File: config.mk
export PLATFORM = sky130hd
export DESIGN_NAME = pin_entry_controller
export DESIGN_NICKNAME = d
export VERILOG_FILES = /design/src/rtl/pin_entry_controller.sv
export SDC_FILE = /design/constraint.sdc
export NUM_CORES = 1
export LEC_CHECK = 0
export CAP_MARGIN = 20
export CORE_MARGIN = 3
export CORE_UTILIZATION = 35
export CTS_BUF_LIST = sky130_fd_sc_hd__clkbuf_2
export CTS_CLUSTER_SIZE = 30
export DETAILED_ROUTE_END_ITERATION = 16
export PLACE_DENSITY_LB_ADDON = 0.15
export SLEW_MARGIN = 25
export SYNTH_ARGS = -nofsm -noshare
export SYNTH_HDL_FRONTEND = slang
export SYNTH_SLANG_ARGS = --single-unit
File: constraint.sdc
create_clock -name clk -period 4.8 [get_ports clk]
set_input_delay 0.96 -clock clk [delete_from_list [all_inputs] [get_ports clk]]
set_output_delay 0.96 -clock clk [all_outputs]
set_load 0.05 [all_outputs]
File: src/rtl/pin_entry_controller.sv
// Keypad front end for the start-check path: accumulates decimal digits, presents
// the PIN to the lock for one cycle, then unlocks, counts a failure or locks out.
module pin_entry_controller #(
  parameter int MAX_DIGITS     = 4,
  parameter int MAX_TRIES      = 3,
  parameter int LOCKOUT_CYCLES = 1000
) (
  input  logic        clk,
  input  logic        rst_n,
  input  logic        i_digit_valid,
  input  logic [3:0]  i_digit,
  input  logic        i_clear,
  input  logic        i_enter,
  input  logic        i_lock_req,
  input  logic        i_key_ok,
  output logic [15:0] o_pin,
  output logic        o_unlocked,
  output logic        o_locked_out,
  output logic [2:0]  o_digit_count,
  output logic [2:0]  o_fail_count,
  output logic        o_entry_error
);

  typedef enum logic [1:0] {
    S_ENTRY,
    S_PRESENT,
    S_UNLOCKED,
    S_LOCKOUT
  } state_t;

  state_t      r_state;
  logic [15:0] r_acc;
  logic [15:0] r_pin;
  logic [15:0] r_lcnt;
  logic [2:0]  r_dcnt;
  logic [2:0]  r_fail;
  logic        r_unlocked;
  logic        r_locked_out;
  logic        r_err;

  logic        w_digit_ok;
  logic [15:0] w_acc_next;
  logic [2:0]  w_fail_inc;

  assign w_digit_ok = (i_digit <= 4'd9) && (r_dcnt < 3'(MAX_DIGITS));
  assign w_acc_next = 16'(r_acc * 16'd10) + {12'd0, i_digit};
  assign w_fail_inc = r_fail + 3'd1;

  // r_pin is only non-zero in PRESENT and UNLOCKED, so the lock never sees a partial entry.
  always_ff @(posedge clk or negedge rst_n) begin
    if (!rst_n) begin
      r_state      <= S_ENTRY;
      r_acc        <= '0;
      r_pin        <= '0;
      r_lcnt       <= '0;
      r_dcnt       <= '0;
      r_fail       <= '0;
      r_unlocked   <= 1'b0;
      r_locked_out <= 1'b0;
      r_err        <= 1'b0;
    end else begin
      r_err <= 1'b0;
      case (r_state)
        S_ENTRY: begin
          if (i_clear) begin
            r_acc  <= '0;
            r_dcnt <= '0;
          end else if (i_enter) begin
            if (r_dcnt != 3'd0) begin
              r_state <= S_PRESENT;
              r_pin   <= r_acc;
            end
          end else if (i_digit_valid) begin
            if (w_digit_ok) begin
              r_acc  <= w_acc_next;
              r_dcnt <= r_dcnt + 3'd1;
            end else begin
              r_err <= 1'b1;
            end
          end
        end
        S_PRESENT: begin
          if (i_key_ok) begin
            r_state    <= S_UNLOCKED;
            r_unlocked <= 1'b1;
            r_fail     <= '0;
          end else begin
            r_fail <= w_fail_inc;
            r_acc  <= '0;
            r_dcnt <= '0;
            r_pin  <= '0;
            if (w_fail_inc == 3'(MAX_TRIES)) begin
              r_state      <= S_LOCKOUT;
              r_locked_out <= 1'b1;
              r_lcnt       <= 16'(LOCKOUT_CYCLES);
            end else begin
              r_state <= S_ENTRY;
            end
          end
        end
        S_UNLOCKED: begin
          if (i_lock_req) begin
            r_state    <= S_ENTRY;
            r_acc      <= '0;
            r_dcnt     <= '0;
            r_pin      <= '0;
            r_unlocked <= 1'b0;
          end
        end
        S_LOCKOUT: begin
          // Leaving the cycle the counter reads 1 gives exactly LOCKOUT_CYCLES cycles here.
          if (r_lcnt <= 16'd1) begin
            r_state      <= S_ENTRY;
            r_locked_out <= 1'b0;
            r_fail       <= '0;
          end else begin
            r_lcnt <= r_lcnt - 16'd1;
          end
        end
        default: r_state <= S_ENTRY;
      endcase
    end
  end

  assign o_pin         = r_pin;
  assign o_unlocked    = r_unlocked;
  assign o_locked_out  = r_locked_out;
  assign o_digit_count = r_dcnt;
  assign o_fail_count  = r_fail;
  assign o_entry_error = r_err;

endmodule

==> qor.csv <==
stage;metric;value;unit
run_status;outcome;finished clean;
power;Reg power frac;33.2;%
timing;Fin Setup TNS;0;ns
logic_synthesis;Post-synth ARST share;100;%
route;DR DRC count;0;
finish;share of layout cells above drive strength 1;6.92;%
critical_path;slowest stage delay, CP;0.49;ns
logic_synthesis;syn avg cell area;9.39;µm²
power;Clock power frac;12.1;%
logic_synthesis;synth top area cells;dfrtp_1 (39%), ha_1 (13%), nand2_1 (6.0%), o21ai_0 (5.4%), xnor2_1 (4.6%);
worst_hold_path;Hold Path Origin;o_pin[5]$_DFFE_PN0P_;
floorplan;row cnt;37;
global_routing;total gr overflow;0;
finish;Non-Filler Instances;584;
logic_synthesis;top_reg_cell synth;dfrtp_1;
logic_synthesis;Synth top area share;38.8;%
logic_synthesis;Cells after Synth;405;
critical_path;Crit path max-delay family;adder cells;
route;Vias;2858;
finish;area occupied by multi-input gates;2220;µm²
global_routing;antenna violations before repair;0;
timing;actual slew at the worst max-slew pin;0.843;ns
clock_tree;H-tree depth;3;
floorplan;Horiz. Die Dim;110;µm
finish;register area;1480;µm²
power;sw power;0.00121;W
worst_hold_path;worst min-delay path class;reg2reg;
critical_path;CP Buf/Inv Count;0;
power;PD cells;568;nW/µm²
placement;Port Buf Inserts;35;
critical_path;Worst R2R Path Depth;10;
finish;Area growth, synth to finish;15.2;%
clock_tree;# hold bufs at CTS;0;
power;Max VDD drop;0.246;mV
logic_synthesis;sequential cell area fraction in the yosys report;38.8;%
clock_tree;Post-CTS Setup Inserts;0;
timing;max_slew headroom;43.6;%
global_routing;vias in the first global route;2792;
critical_path;FF-to-FF End;r_acc[14]$_DFFE_PN0P_;
clock_tree;# clock sinks;59;
timing;Tmin final;3.14;ns
logic_synthesis;synthesized cell area;3800;µm²
power;internal power;0.00128;W
timing;Finish-stage setup viols;0;
clock_tree;CTS root buf;clkbuf_2;
floorplan;Initial Utilization;36.4;%
placement;area of placed instances;4280;µm²
critical_path;CP Data Arrival Time;3.50;ns
clock_tree;CTS resizes;0;
route;total iterations of the first detailed-routing run;4;
clock_tree;CTS tree;built;
logic_synthesis;synth unique cells;58;
finish;nets;494;
timing;RSZ-0062 raised after global routing;false;
placement;post-DP HPWL;6280;µm
finish;Design Area, Final;4380;µm²
clock_tree;CTS Buf Count;9;
critical_path;Worst Path Required;5.16;ns
finish;Layout fillers;1080;
critical_path;kind of critical path;reg2reg;
critical_path;CP most frequent cell;ha_1;
floorplan;io pins;36;
critical_path;crit-path cells;ha_1 -> ha_1 -> fa_1 -> a211oi_1 -> o22ai_1 -> and4bb_1 -> o2111ai_2 -> nor4b_2 -> xnor2_1 -> o21ai_1;
logic_synthesis;leading area contributor after synthesis;dfrtp_1;
critical_path;Setup crit end kind;flip-flop;
timing;final hold vios;0;
power;switching share of power;48.4;%
finish;Final Util;41.9;%
power;Logic pwr share;54.6;%
route;Detail Route Antenna Nets;0;
critical_path;reg-to-reg startpoint;r_acc[1]$_DFFE_PN0P_;
route;initial DRC count;148;
timing;fmax;318;MHz
route;vias per cell;4.89;
placement;Cell Count Post-Placement;568;
clock_tree;Clock Latency Late Sink;0.49;ns
critical_path;CP max FO;5;
timing;fin. max-slew vios;0;
floorplan;Die Y;110;µm
critical_path;crit path max-delay cell type;dfrtp_1;
timing;clk_skew;0.0182;ns
clock_tree;CTS clk-pin slew, worst paths;0.16;ns
flow_run;Max-Cap Viols;0;
floorplan;die area;12200;µm²
placement;final RePlAce weighted congestion;0.819;
global_routing;global-route usage over all layers;15.1;%
logic_synthesis;register bit total from synthesis;59;
floorplan;core footprint;10500;µm²
global_routing;global-route wire length before repair;14400;µm
critical_path;Worst Setup Start Kind;flip-flop;
route;WL final;8270;µm
global_routing;largest net degree at the start of global routing;60;
worst_hold_path;Hold EP;o_pin[5]$_DFFE_PN0P_;
power;P_leak;1.92;nW
route;DR WL/cell;14.2;µm
logic_synthesis;number of flops mapped to enable cells by yosys;0;
logic_synthesis;Synth top cells by count;nand2_1 (61), dfrtp_1 (59), o21ai_0 (41);
logic_synthesis;count leader, synth;nand2_1;
timing;final worst-path cycle share;65.5;%
critical_path;r2r setup slk;1.66;ns
finish;antenna fix cells;0;
clock_tree;clock buffer depth;2;
worst_hold_path;Hold Crit Depth;2;
logic_synthesis;syn nets;456;
logic_synthesis;synth warn;0;
[routing by layer]
metal	vias up	track usage (%)	wire length [µm]
li1	1487	-	-
met1	1323	23.3	4450
met2	38	21.3	3430
met3	10	2.15	263
met4	0	5.54	127
met5	-	0	0
[cell families after synthesis]
group                      after synthesis  share of synthesized area (%)
and+or+nand+nor                        154                           20.1
AOI/OAI and AO/OA                       94                           16.9
DFF                                     59                           38.8
adders and majority gates               40                           13.6
xor gates and xnor gates                33                           7.60
buffers and inverters                   24                           2.83
muxes                                    1                          0.263
[stage by stage]
| step | hold WS (ns) | total power [W] | worst slack, ns |
|---|---|---|---|
| CTS | 0.506 | 0.00251 | 1.63 |
| finish | 0.497 | 0.00249 | 1.66 |
| global route | 0.524 | 0.00274 | 1.44 |
| floorplan | 0.457 | 0.00184 | 1.90 |
| detailed placement | 0.471 | 0.00221 | 1.55 |
| global placement | 0.463 | 0.00219 | 1.59 |
[power by group through the flow]
stage	logic [W]	registers, W	clock network (W)
final	0.00136	0.000827	0.000302
after detailed placement	0.00137	0.000841	0
after global routing	0.00154	0.000854	0.000344
after CTS	0.00137	0.000829	0.000312
after floorplan	0.000863	0.000979	0
after global placement	0.00135	0.000836	0
[registers in the layout, indices dropped and copies added, names as in the netlist]
name and flops:
o_fail_count 3, r_acc 16, o_pin 16, o_digit_count 3
o_locked_out 1, r_lcnt 16, o_entry_error 1, o_unlocked 1
r_state 2
[placed cells by master, fill, tap and decap left out, types with 4 or more instances in the layout]
master,count
o21ai_1,6
xnor2_1,20
a22o_1,4
inv_1,14
or3_1,6
ha_1,38
a21oi_1,8
dfrtp_1,59
xor2_1,13
nor2_1,28
nand3_1,6
clkbuf_2,9
nor2b_1,4
nand2b_1,18
o21ai_0,41
clkdlybuf4s50_1,34
nor3_1,12
nand2_1,61
[how the worst max path moves through the flow]
| stage | from | endpoint | slack (ns) | cells after the start |
|---|---|---|---|---|
| 2_1_floorplan | r_acc[1]$_DFFE_PN0P_ | r_acc[14]$_DFFE_PN0P_ | 1.90 | 10 |
| 3_3_place_gp | i_digit[1] | r_acc[15]$_DFFE_PN0P_ | 1.59 | 10 |
| 3_5_place_dp | i_digit[1] | r_acc[15]$_DFFE_PN0P_ | 1.55 | 10 |
| 4_1_cts | r_acc[1]$_DFFE_PN0P_ | r_acc[14]$_DFFE_PN0P_ | 1.63 | 10 |
| 5_1_grt | r_acc[1]$_DFFE_PN0P_ | r_acc[14]$_DFFE_PN0P_ | 1.44 | 10 |
| 6_report | r_acc[1]$_DFFE_PN0P_ | r_acc[14]$_DFFE_PN0P_ | 1.66 | 10 |
[tightest hold or removal path: cells and delay by family (launching register included)]
family | cells | cell delay (ns)
flip-flops | 1 | 0.37
AND/OR/NAND/NOR | 1 | 0.05
AO/OA/AOI/OAI | 1 | 0.06
[layout make-up]
type,instances,area share [%]
Clock inverter,7,1.34
Multi-Input combinational cell,322,50.6
Clock buffer,9,1.03
Tap cell,136,3.88
Timing Repair Buffer,37,8.22
Inverter,14,1.20
Sequential cell,59,33.7
Power figures use the tool's default switching activity.
